### src/rtl/bht_update_scheduler.sv
// Owns the shared BHT port for non-fetch traffic: sweeps the table to INIT_STATE after reset/flush,
// then drains queued branch outcomes as saturating-counter read-modify-writes when fetch is idle.
module bht_update_scheduler #(
  parameter int         INDEX_WIDTH = 10,
  parameter int         QUEUE_DEPTH = 4,
  parameter logic [1:0] INIT_STATE  = 2'b01
) (
  input  logic                   clk,
  input  logic                   rst,
  input  logic                   en,
  input  logic                   flush,
  input  logic                   upd_valid_d,
  input  logic [INDEX_WIDTH-1:0] upd_index_d,
  input  logic                   upd_taken_d,
  output logic                   upd_ready,
  input  logic                   fetch_port_busy,
  output logic [INDEX_WIDTH-1:0] bht_index,
  input  logic [1:0]             bht_rstate,
  output logic                   bht_we,
  output logic [1:0]             bht_wstate,
  output logic                   init_busy,
  output logic                   state_dbg
);

  localparam int PW = $clog2(QUEUE_DEPTH);
  localparam int CW = PW + 1;

  typedef enum logic {S_INIT = 1'b0, S_RUN = 1'b1} state_e;

  // Handshake: an update transfers in a cycle where upd_valid_d & en & upd_ready are all high.
  // upd_ready depends only on registered state, so decode never sees a combinational loop.

  state_e                 state_q, state_d;
  logic [INDEX_WIDTH-1:0] ptr_q, ptr_d;
  logic [PW-1:0]          head_q, head_d, tail_q, tail_d;
  logic [CW-1:0]          count_q, count_d;
  logic [INDEX_WIDTH-1:0] last_index_q;
  logic [INDEX_WIDTH-1:0] q_index_q [QUEUE_DEPTH];
  logic                   q_taken_q [QUEUE_DEPTH];

  logic                   push, pop, we_int;
  logic [INDEX_WIDTH-1:0] index_int;
  logic [1:0]             wstate_int;

  assign upd_ready = (state_q == S_RUN) && (count_q != CW'(QUEUE_DEPTH));
  assign init_busy = (state_q == S_INIT);
  assign state_dbg = state_q;

  always_comb begin
    state_d    = state_q;
    ptr_d      = ptr_q;
    head_d     = head_q;
    tail_d     = tail_q;
    count_d    = count_q;
    push       = 1'b0;
    pop        = 1'b0;
    we_int     = 1'b0;
    index_int  = last_index_q;
    wstate_int = INIT_STATE;
    case (state_q)
      S_INIT: begin
        we_int    = 1'b1;
        index_int = ptr_q;
        if (flush) begin
          ptr_d = '0;
        end else begin
          ptr_d = ptr_q + INDEX_WIDTH'(1);
          if (ptr_q == {INDEX_WIDTH{1'b1}}) state_d = S_RUN;
        end
      end
      S_RUN: begin
        if (flush) begin
          // Pending updates target a table that is about to be rewritten, so they are discarded.
          state_d = S_INIT;
          ptr_d   = '0;
          head_d  = '0;
          tail_d  = '0;
          count_d = '0;
        end else begin
          pop  = (count_q != '0) && !fetch_port_busy;
          push = upd_valid_d && en && upd_ready;
          if (pop) begin
            we_int    = 1'b1;
            index_int = q_index_q[head_q];
            if (q_taken_q[head_q])
              wstate_int = (bht_rstate == 2'b11) ? 2'b11 : bht_rstate + 2'd1;
            else
              wstate_int = (bht_rstate == 2'b00) ? 2'b00 : bht_rstate - 2'd1;
            head_d = head_q + PW'(1);
          end
          if (push) tail_d = tail_q + PW'(1);
          count_d = count_q + CW'(push) - CW'(pop);
        end
      end
      default: state_d = S_INIT;
    endcase
  end

  // The write strobe is masked by rst so it drops the instant reset asserts.
  assign bht_we     = we_int && !rst;
  assign bht_index  = index_int;
  assign bht_wstate = wstate_int;

  always_ff @(posedge clk or posedge rst) begin
    if (rst) begin
      state_q      <= S_INIT;
      ptr_q        <= '0;
      head_q       <= '0;
      tail_q       <= '0;
      count_q      <= '0;
      last_index_q <= '0;
    end else begin
      state_q <= state_d;
      ptr_q   <= ptr_d;
      head_q  <= head_d;
      tail_q  <= tail_d;
      count_q <= count_d;
      if (we_int) last_index_q <= index_int;
    end
  end

  always_ff @(posedge clk) begin
    if (push) begin
      q_index_q[tail_q] <= upd_index_d;
      q_taken_q[tail_q] <= upd_taken_d;
    end
  end

endmodule
### config.mk
export PLATFORM = sky130hd
export DESIGN_NAME = bht_update_scheduler
export DESIGN_NICKNAME = d
export VERILOG_FILES = /design/src/rtl/bht_update_scheduler.sv
export SDC_FILE = /design/constraint.sdc
export NUM_CORES = 1
export LEC_CHECK = 0
export ABC_AREA = 1
export CORE_ASPECT_RATIO = 0.8
export CORE_UTILIZATION = 30
export CTS_CLUSTER_DIAMETER = 60
export DETAILED_ROUTE_END_ITERATION = 7
export GPL_TIMING_DRIVEN = 0
export PLACE_DENSITY = 0.59
export SKIP_LAST_GASP = 1
export SLEW_MARGIN = 20
export SYNTH_ARGS = -nofsm -noshare
export SYNTH_HDL_FRONTEND = slang
export SYNTH_SLANG_ARGS = --single-unit
export TNS_END_PERCENT = 5
### constraint.sdc
create_clock -name clk -period 2.2 [get_ports clk]
set_clock_uncertainty 0.2 [all_clocks]
set_input_delay 0.66 -clock clk [delete_from_list [all_inputs] [get_ports clk]]
set_output_delay 0.66 -clock clk [all_outputs]
set_load 0.01 [all_outputs]
# --- Word level (Yosys, flattened, before mapping) ---
# Memories as Yosys holds them, arrays and structs flattened.
# Cells that the tools add are included.
word_totals:
  mem_bits_ro: 0
  mem_count: 2
  elab_cells: 61
  ram_bits: 44
  ff_bits: 28
  latch_bits: 0
  in_bits: 19
  output_inout_bits: 16
classes:
  reduce_logical: 13
  eq_ne: 4
  n_addsub: 7
  n_mux: 28
  magnitude_cmp: 0
  div_mod_pow: 0
  bitwise: 1
  n_mul: 0
  n_shift: 0
mem_list:
  columns: ["memory", "words", "word_bits", "read_ports", "rd_clocked_by_memory_dff", "wr", "line", "source"]
  rows:
  - ["q_index_q", 4, 10, 1, 0, 1, "38", "logic [INDEX_WIDTH-1:0] q_index_q [QUEUE_DEPTH];"]
  - ["q_taken_q", 4, 1, 1, 0, 1, "39", "logic q_taken_q [QUEUE_DEPTH];"]
ops:
  columns: ["operator", "count"]
  rows:
  - ["$mux 10", 4]
  - ["$pmux 10 s2", 2]
  - ["$mux 2", 10]
  - ["$add 10x1->10 const B", 1]
  - ["$eq 10x10->1 const B", 1]
  - ["$mux 1", 9]
  - ["$add 2x1->2 const B", 3]
  - ["$logic_and 1x1->1", 5]
  - ["$pmux 1 s2", 2]
  - ["$reduce_and 2->1", 2]
  - ["$reduce_bool 2->1", 2]
  - ["$add 3x1->3", 1]
  - ["$mux 3", 1]
  - ["$ne 3x3->1 const B", 1]
  - ["$reduce_bool 3->1", 1]
  - ["$sub 3x1->3", 1]
  - ["$eq 2x2->1 const B", 1]
  - ["$logic_not 1->1", 2]
  - ["$logic_not 2->1", 1]
  - ["$ne 2x2->1 const B", 1]
  - ["$sub 2x1->2 const B", 1]
  - ["$not 1->1", 1]

# --- Logic depth before layout (Yosys ltp) ---
# Gate-level depths: netlist of run 1.
depth:
  ltp_word: 7
  ltp_mapped: 11
  mapped_depth_nobuf: 11

# --- Worst setup path before layout of run 1 ---
# No wires, ideal clock.
synth_timing:
  path_kind: "input-to-reg"
  from: "input port fetch_port_busy"
  to: "register count_q[2]"
  setup_time_ns: 0.083
  t_arrival_ns: 1.978
  path_stages: 9
  n_path_buf: 0
  slack_ns: -0.060
  required_time_ns: 1.917
  path_cell_list: "o21bai_4 > inv_2 > ha_1 > inv_1 > ha_1 > inv_1 > fa_1 > xor2_1 > o21ai_0"
synth_via:
  elab_chain_len: 4
synth_rtl:
  columns: ["item", "line", "source"]
  rows:
  - ["start, declared", "16", "input logic fetch_port_busy,"]
  - ["$logic_not 1->1", "80", "pop = (count_q != '0) && !fetch_port_busy;"]
  - ["$logic_and 1x1->1", "80", null]
  - ["$sub 3x1->3", "92", "count_d = count_q + CW'(push) - CW'(pop);"]
  - ["$mux 3", "72", "if (flush) begin"]
  - ["end signal, assigned", "117", "count_q <= count_d;"]
  - ["end, declared", "36", "logic [CW-1:0] count_q, count_d;"]
# No other way between the ends.
# A chain may end at the register's enable or synchronous reset.

# --- Final worst setup path of run 1 ---
layout_timing:
  from: "register head_q[0]"
  to: "output port bht_index[1]"
layout_via:
  elab_chain_len: 4
layout_rtl:
  columns: ["item", "line", "source"]
  rows:
  - ["start, declared", "35", "logic [PW-1:0] head_q, head_d, tail_q, tail_d;"]
  - ["start signal, assigned", "108", "head_q <= '0;"]
  - ["start signal, assigned", "115", "head_q <= head_d;"]
  - ["$mem_v2 4x10", null, null]
  - ["$mux 10", "82", "if (pop) begin"]
  - ["$mux 10", "72", null]
  - ["$pmux 10 s2", "60", "case (state_q)"]
  - ["end, declared", "17", "output logic [INDEX_WIDTH-1:0] bht_index,"]
# No other way between the ends.

==> results.tsv, run 1 <==
metric	value	unit
drtAntennaViolNets	0	
core_area	10490	µm²
nets	414	
drtIter0Drc	157	
r2r-end	count_q[1]	
path_max_fanout	10	
r2r_slack	-250	ps
routed_wl	8235	µm
hold_class	reg2reg	
clkPwrFrac	0.457	
period_needed	2515	ps
grt_pass1_wl	13230	µm
clock_path_buffers	2	
via_per_inst	4.810	
antenna_cells	0	
synthXorXnorAreaFrac	0.005293	
hold_path_depth	2	
min_from	last_index_q[7]	
via_count	2559	
wl_per_cell	15.48	µm
clk_latency	340	ps
hpwl	5332	µm
tritoncts	yes	
dieArea	11460	µm²
io_pins	35	
syn_area	3309	µm²
ir_drop	0.3689	mV
dpl.cell_count	495	
synth_top_family_by_area	simple AND/OR/NAND/NOR gates	
crit_start	head_q[0]	
htreeDepth	3	
port_buffers	34	
synth_mux_area_frac	0	
startpoint_type	flop	
placementRows	33	
yosysSeqAreaShare	0.6110	
hold_ws	313.9	ps
die_x	119.4	µm
tns	-11290	ps
post-route-util	0.4357	
max_freq	0.3976	GHz
hold_end	last_index_q[7]	
synth_cell_types	29	
synthAdderAreaFrac	0.03251	
status	finished with violations	
arrival	1660	ps
drc	0	
rr_startpoint	count_q[0]	
syn_to_final_growth	38.07	%
violations	setup timing	
maxCapViolCount	0	
swShare	0.2358	
gr-total-overflow	0	
power_density	752.9	nW/µm²
ctsRootBufferMaster	clkbuf_16	
crit_path_end_kind	primary output	
final_common_cell	nand2_1	
crit_type	reg2out	
maxSlewViolCount	0	
die_y	95.94	µm
synth_seq_cells	72	
layout_common_cells	45 x nand2_1, 44 x edfxtp_1, 34 x nor2_1	
cts_buffers	9	
reg2reg_depth	11	
synth.net_count	348	
fin_crit_sh	1.143	
slew_headroom	0.5867	
place_congestion	0.7975	
dr.pass1.iters	4	
p_sw	811.3	µW
setup_ws	-315.1	ps
path_clk_slew	60	ps
drive_gt1_frac	0.2857	
grt_max_degree	29	
synth_simple_gate_area_share	0.2015	
yosys_warnings	0	
cts.sinks	72	
p_int	2.629	mW
rsz0062_at_grt	true	
grtUsageTotal	0.1569	
combPwrFrac	0.110	
p_seq_frac	0.433	
ctsHoldBuffers	0	
synth_cells	321	
required	1340	ps
grt_pass1_vias	2632	
hold_viol	0	
synth_compound_area_frac	0.09187	
setup_viol	61	
worstMarginPinSlew	619.0	ps
syn_avg_cell_area	10.31	µm²
initial_core_util	0.3156	
leakagePower	1.982	nW
antenna_found_initial	0	
stdcell_count	532	
[area by class of cell]
type / count / area [µm²]
Buffer: 12 / 127.6
Clock buffer: 10 / 229.0
Clock inverter: 6 / 90.09
Fill cell: 985 / 5918
Inverter: 32 / 127.6
Multi-Input combinational cell: 205 / 1300
Sequential cell: 72 / 2023
Tap cell: 140 / 175.2
Timing Repair Buffer: 55 / 496.7
[layer usage]
layer,part of all wire,track usage
met5,0,0
met1,0.46,0.2037
met2,0.45,0.2485
met3,0.069,0.04680
met4,0.016,0.06042
[power groups by stage]
stage	Combinational, mW	Sequential [mW]	Clock [mW]
floorplan	0.174	1.51	0
global placement	0.279	1.52	0
detailed placement	0.289	1.52	0
CTS	0.359	1.49	1.59
global route	0.416	1.49	1.64
finish	0.378	1.49	1.57
[flip-flops by register name, summed over array words and instances (netlist names)]
register      count
q_index_q        40
last_index_q     10
ptr_q            10
q_taken_q         4
count_q           3
head_q            2
tail_q            2
state_dbg         1
[cell families after synthesis]
logic type / after synthesis
simple gates: 141
flops: 72
compound gates: 54
buf+inv: 44
fa+ha+maj: 8
xor+xnor: 2
[worst max-delay path by stage]
stage / end / slack (ps) / cells after the start
5_1_grt: bht_index[8] / -390 / 9
4_1_cts: bht_index[6] / -350 / 9
3_3_place_gp: bht_index[1] / -1240 / 8
2_1_floorplan: count_q[1] / -30 / 8
6_report: bht_index[1] / -320 / 7
3_5_place_dp: bht_index[1] / -1240 / 8
[synth_stat cells (all sizes together)]
cell type	number	area (µm²)
xor2	1	8.760
nor2	41	168.9
edfxtp	44	1321
inv	32	120.1
nand3	38	235.2
xnor2	1	8.760
nand4	5	31.28
ha	7	87.58
nand3b	2	15.01
nor3	2	15.01
nand2	53	201.5
fa	1	20.02
a21oi	5	25.02
clkbuf	2	7.510
dfrtp	28	700.7
o21bai	1	18.77
o22ai	11	68.82
o21ai	36	183.9
buf	10	63.81
o211ai	1	7.510
[worst max-delay path: stages, from the launching register on]
cell and delay [ps]:
dfrtp_2 450, inv_4 100, buf_6 150, nor2_1 50, o22ai_1 290, nand2_4 90, nand3_4 80, buf_6 100
[per-stage QoR]
| step | worst slack (ps) | power [mW] | instance area (µm²) |
|---|---|---|---|
| 2_1_floorplan | -31.25 | 1.687 | 3312 |
| 3_3_place_gp | -1244 | 1.796 | 3827 |
| 3_5_place_dp | -1236 | 1.807 | 3830 |
| 4_1_cts | -347.2 | 3.433 | 4483 |
| 5_1_grt | -388.1 | 3.547 | 4569 |
| 6_report | -315.1 | 3.440 | 4569 |
[repair_timing]
item                                    in CTS  in global routing
pin swaps                                   10                  4
gates cloned                                 1                  0
setup buffers                               14                  6
endpoints found under the setup margin      61                 62
resized for setup                          118                 25
Power figures use the tool's default switching activity.
==> run 2, diff against run 1 <==
DONT_BUFFER_PORTS = 1   (was not set)
PLACE_DENSITY = 0.55   (was 0.59)
RECOVER_POWER = 50   (was not set)
==> run 2 against run 1 <==
Compared with the run above: the flow still finishes with violations (setup timing); sequential share of layout area up 4.0 points; total power is 2.6% lower; sequential power about the same; critical path depth shrank 1; count of clock-buffer cells in the layout decreased by 1; via count decreased by 7.2%; setup slack better by 57 ps; final cell count is 6.8% lower; global-route usage decreased by 0.59 points.
==> results.tsv, run 2 (synthesis gave the netlist of run 1 again) <==
metric	value	unit	change
setup_viol	16		-74%
fin_crit_sh	1.117		-0.02597
cp_top_family	flip-flops		
maxSlewViolCount	0		unchanged
clock_path_buffers	2		unchanged
grt_pass1_vias	2443		-7.2%
reg2reg_depth	9		-2
leakagePower	1.740	nW	-12%
violations	setup timing		
path_clk_slew	60	ps	about the same
max_freq	0.4068	GHz	+2.3%
grt_max_degree	29		unchanged
drive_gt1_frac	0.2612		-0.02448
crit_chain	inv_4, buf_6, nor2_1, o22ai_1, nand2_2, nand3_4		
via_per_inst	4.790		-0.41%
placementRows	33		unchanged
dr.pass1.iters	4		unchanged
power_density	799.5	nW/µm²	+6.2%
r2r-end	count_q[2]		
drtAntennaViolNets	0		unchanged
hold_end	q_index_q[2][1]		
die_x	119.4	µm	unchanged
maxCapViolCount	0		unchanged
timing.critical_path.buf_inv	2		-1
largest_registers	q_index_q x40, last_index_q x10, ptr_q x10		
drtIter0Drc	140		-11%
cts_buffers	9		unchanged
clk_latency	330	ps	about the same
place_congestion	0.7773		-2.5%
syn_to_final_growth	26.65	%	
critical_path.slowest_cell	dfrtp_2		
setup_ws	-258.0	ps	+57.13 ps
required	1340	ps	about the same
tritoncts	yes		
dieArea	11460	µm²	unchanged
crit_type	reg2out		
r2r_slack	-150	ps	+100 ps
cts.sinks	72		unchanged
largest_reg_flops	40		unchanged
period_needed	2458	ps	-57.13 ps
hold_path_depth	0		-2
slew_headroom	0.2297		-0.3571
layout_common_cells	46 x nand2_1, 44 x edfxtp_1, 34 x nor2_1		
slowest_delay	450	ps	about the same
core_area	10490	µm²	unchanged
post-route-util	0.3997		-0.03603
port_buffers	0		-100%
crit_path_end_kind	primary output		
total_power	3.351	mW	-2.6%
rsz0062_at_grt	true		
startpoint_type	flop		
die_y	95.94	µm	unchanged
grtUsageTotal	0.1511		-0.005851
via_count	2376		-7.2%
htreeDepth	3		unchanged
regMostFlops	q_index_q		
hpwl	5213	µm	-2.2%
worstMarginPinSlew	1154	ps	+535.2 ps
gr-total-overflow	0		unchanged
routed_wl	8021	µm	-2.6%
rr_startpoint	state_dbg		
wl_per_cell	16.17	µm	+4.5%
drc	0		unchanged
status	finished with violations		
io_pins	35		unchanged
cp.depth	6		-1
arrival	1600	ps	-60 ps
tns	-3070	ps	+8223 ps
path_max_fanout	10		unchanged
fillerInstances	1005		+2.0%
min_from	upd_index_d[1]		
ctsRootBufferMaster	clkbuf_16		
ir_drop	0.4682	mV	+27%
dpl.cell_count	461		-6.9%
grt_pass1_wl	12690	µm	-4.1%
hold_viol	0		unchanged
initial_core_util	0.3156		unchanged
antenna_cells	0		unchanged
stdcell_count	496		-6.8%
nets	378		-8.7%
hold_class	in2reg		
place_ws	-476.8	ps	+759.5 ps
final_common_cell	nand2_1		
antenna_found_initial	0		unchanged
crit_start	head_q[0]		
## run 2: cell type report
class	count	area [µm²]	share of cell area
buffer	11	98.84	0.02358
inverter	32	130.1	0.03104
clock buffer	9	225.2	0.05373
sequential	72	2024	0.4830
multi-input combinational	205	1251	0.2985
tap	140	175.2	0.04179
timing repair buffer	20	190.2	0.04537
clock inverter	7	96.34	0.02299
## run 2: worst max-delay path by stage
stage,endpoint,slack (ps)
2_1_floorplan,count_q[1],-30
3_3_place_gp,q_index_q[0][4],-480
3_5_place_dp,q_index_q[0][4],-480
4_1_cts,bht_index[0],-240
5_1_grt,bht_index[3],-340
6_report,bht_index[3],-260
## run 2: worst register-to-register path: cells and delay by family (launching register included)
kind | cells | cell delay, ps
simple gates | 1 | 210
flops | 1 | 430
compound gates | 1 | 140
buf+inv | 3 | 350
fa+ha+maj | 3 | 790
xor+xnor | 1 | 160
## run 2: metrics by stage
stage	cell area [µm²]	hold WS (ps)
after global placement	3487	291.0
after CTS	4080	104.2
final	4192	222.2
after detailed placement	3487	300.0
after floorplan	3312	281.5
after global routing	4192	207.5
## run 2: timing repair
item                       4_1_cts  5_1_grt
gates cloned                     2        0
pin swaps                       10        9
resized for setup               42       19
setup endpoints to repair       61       60
setup buffers                   12        6
hold buffers                     0        0
## run 2: per-layer routing
layer,global-route usage,vias to the layer above,part of all wire
li1,-,1167,-
met1,0.1926,1133,0.46
met2,0.2413,71,0.45
met3,0.05628,5,0.083
met4,0.04375,0,0.0062
met5,0,-,0
## run 2: where the power goes
| group | total [mW] | switching (mW) | internal [mW] |
|---|---|---|---|
| Sequential | 1.49 | 0.0261 | 1.46 |
| Combinational | 0.313 | 0.183 | 0.129 |
| Clock | 1.55 | 0.557 | 0.991 |
| Total | 3.35 | 0.767 | 2.58 |
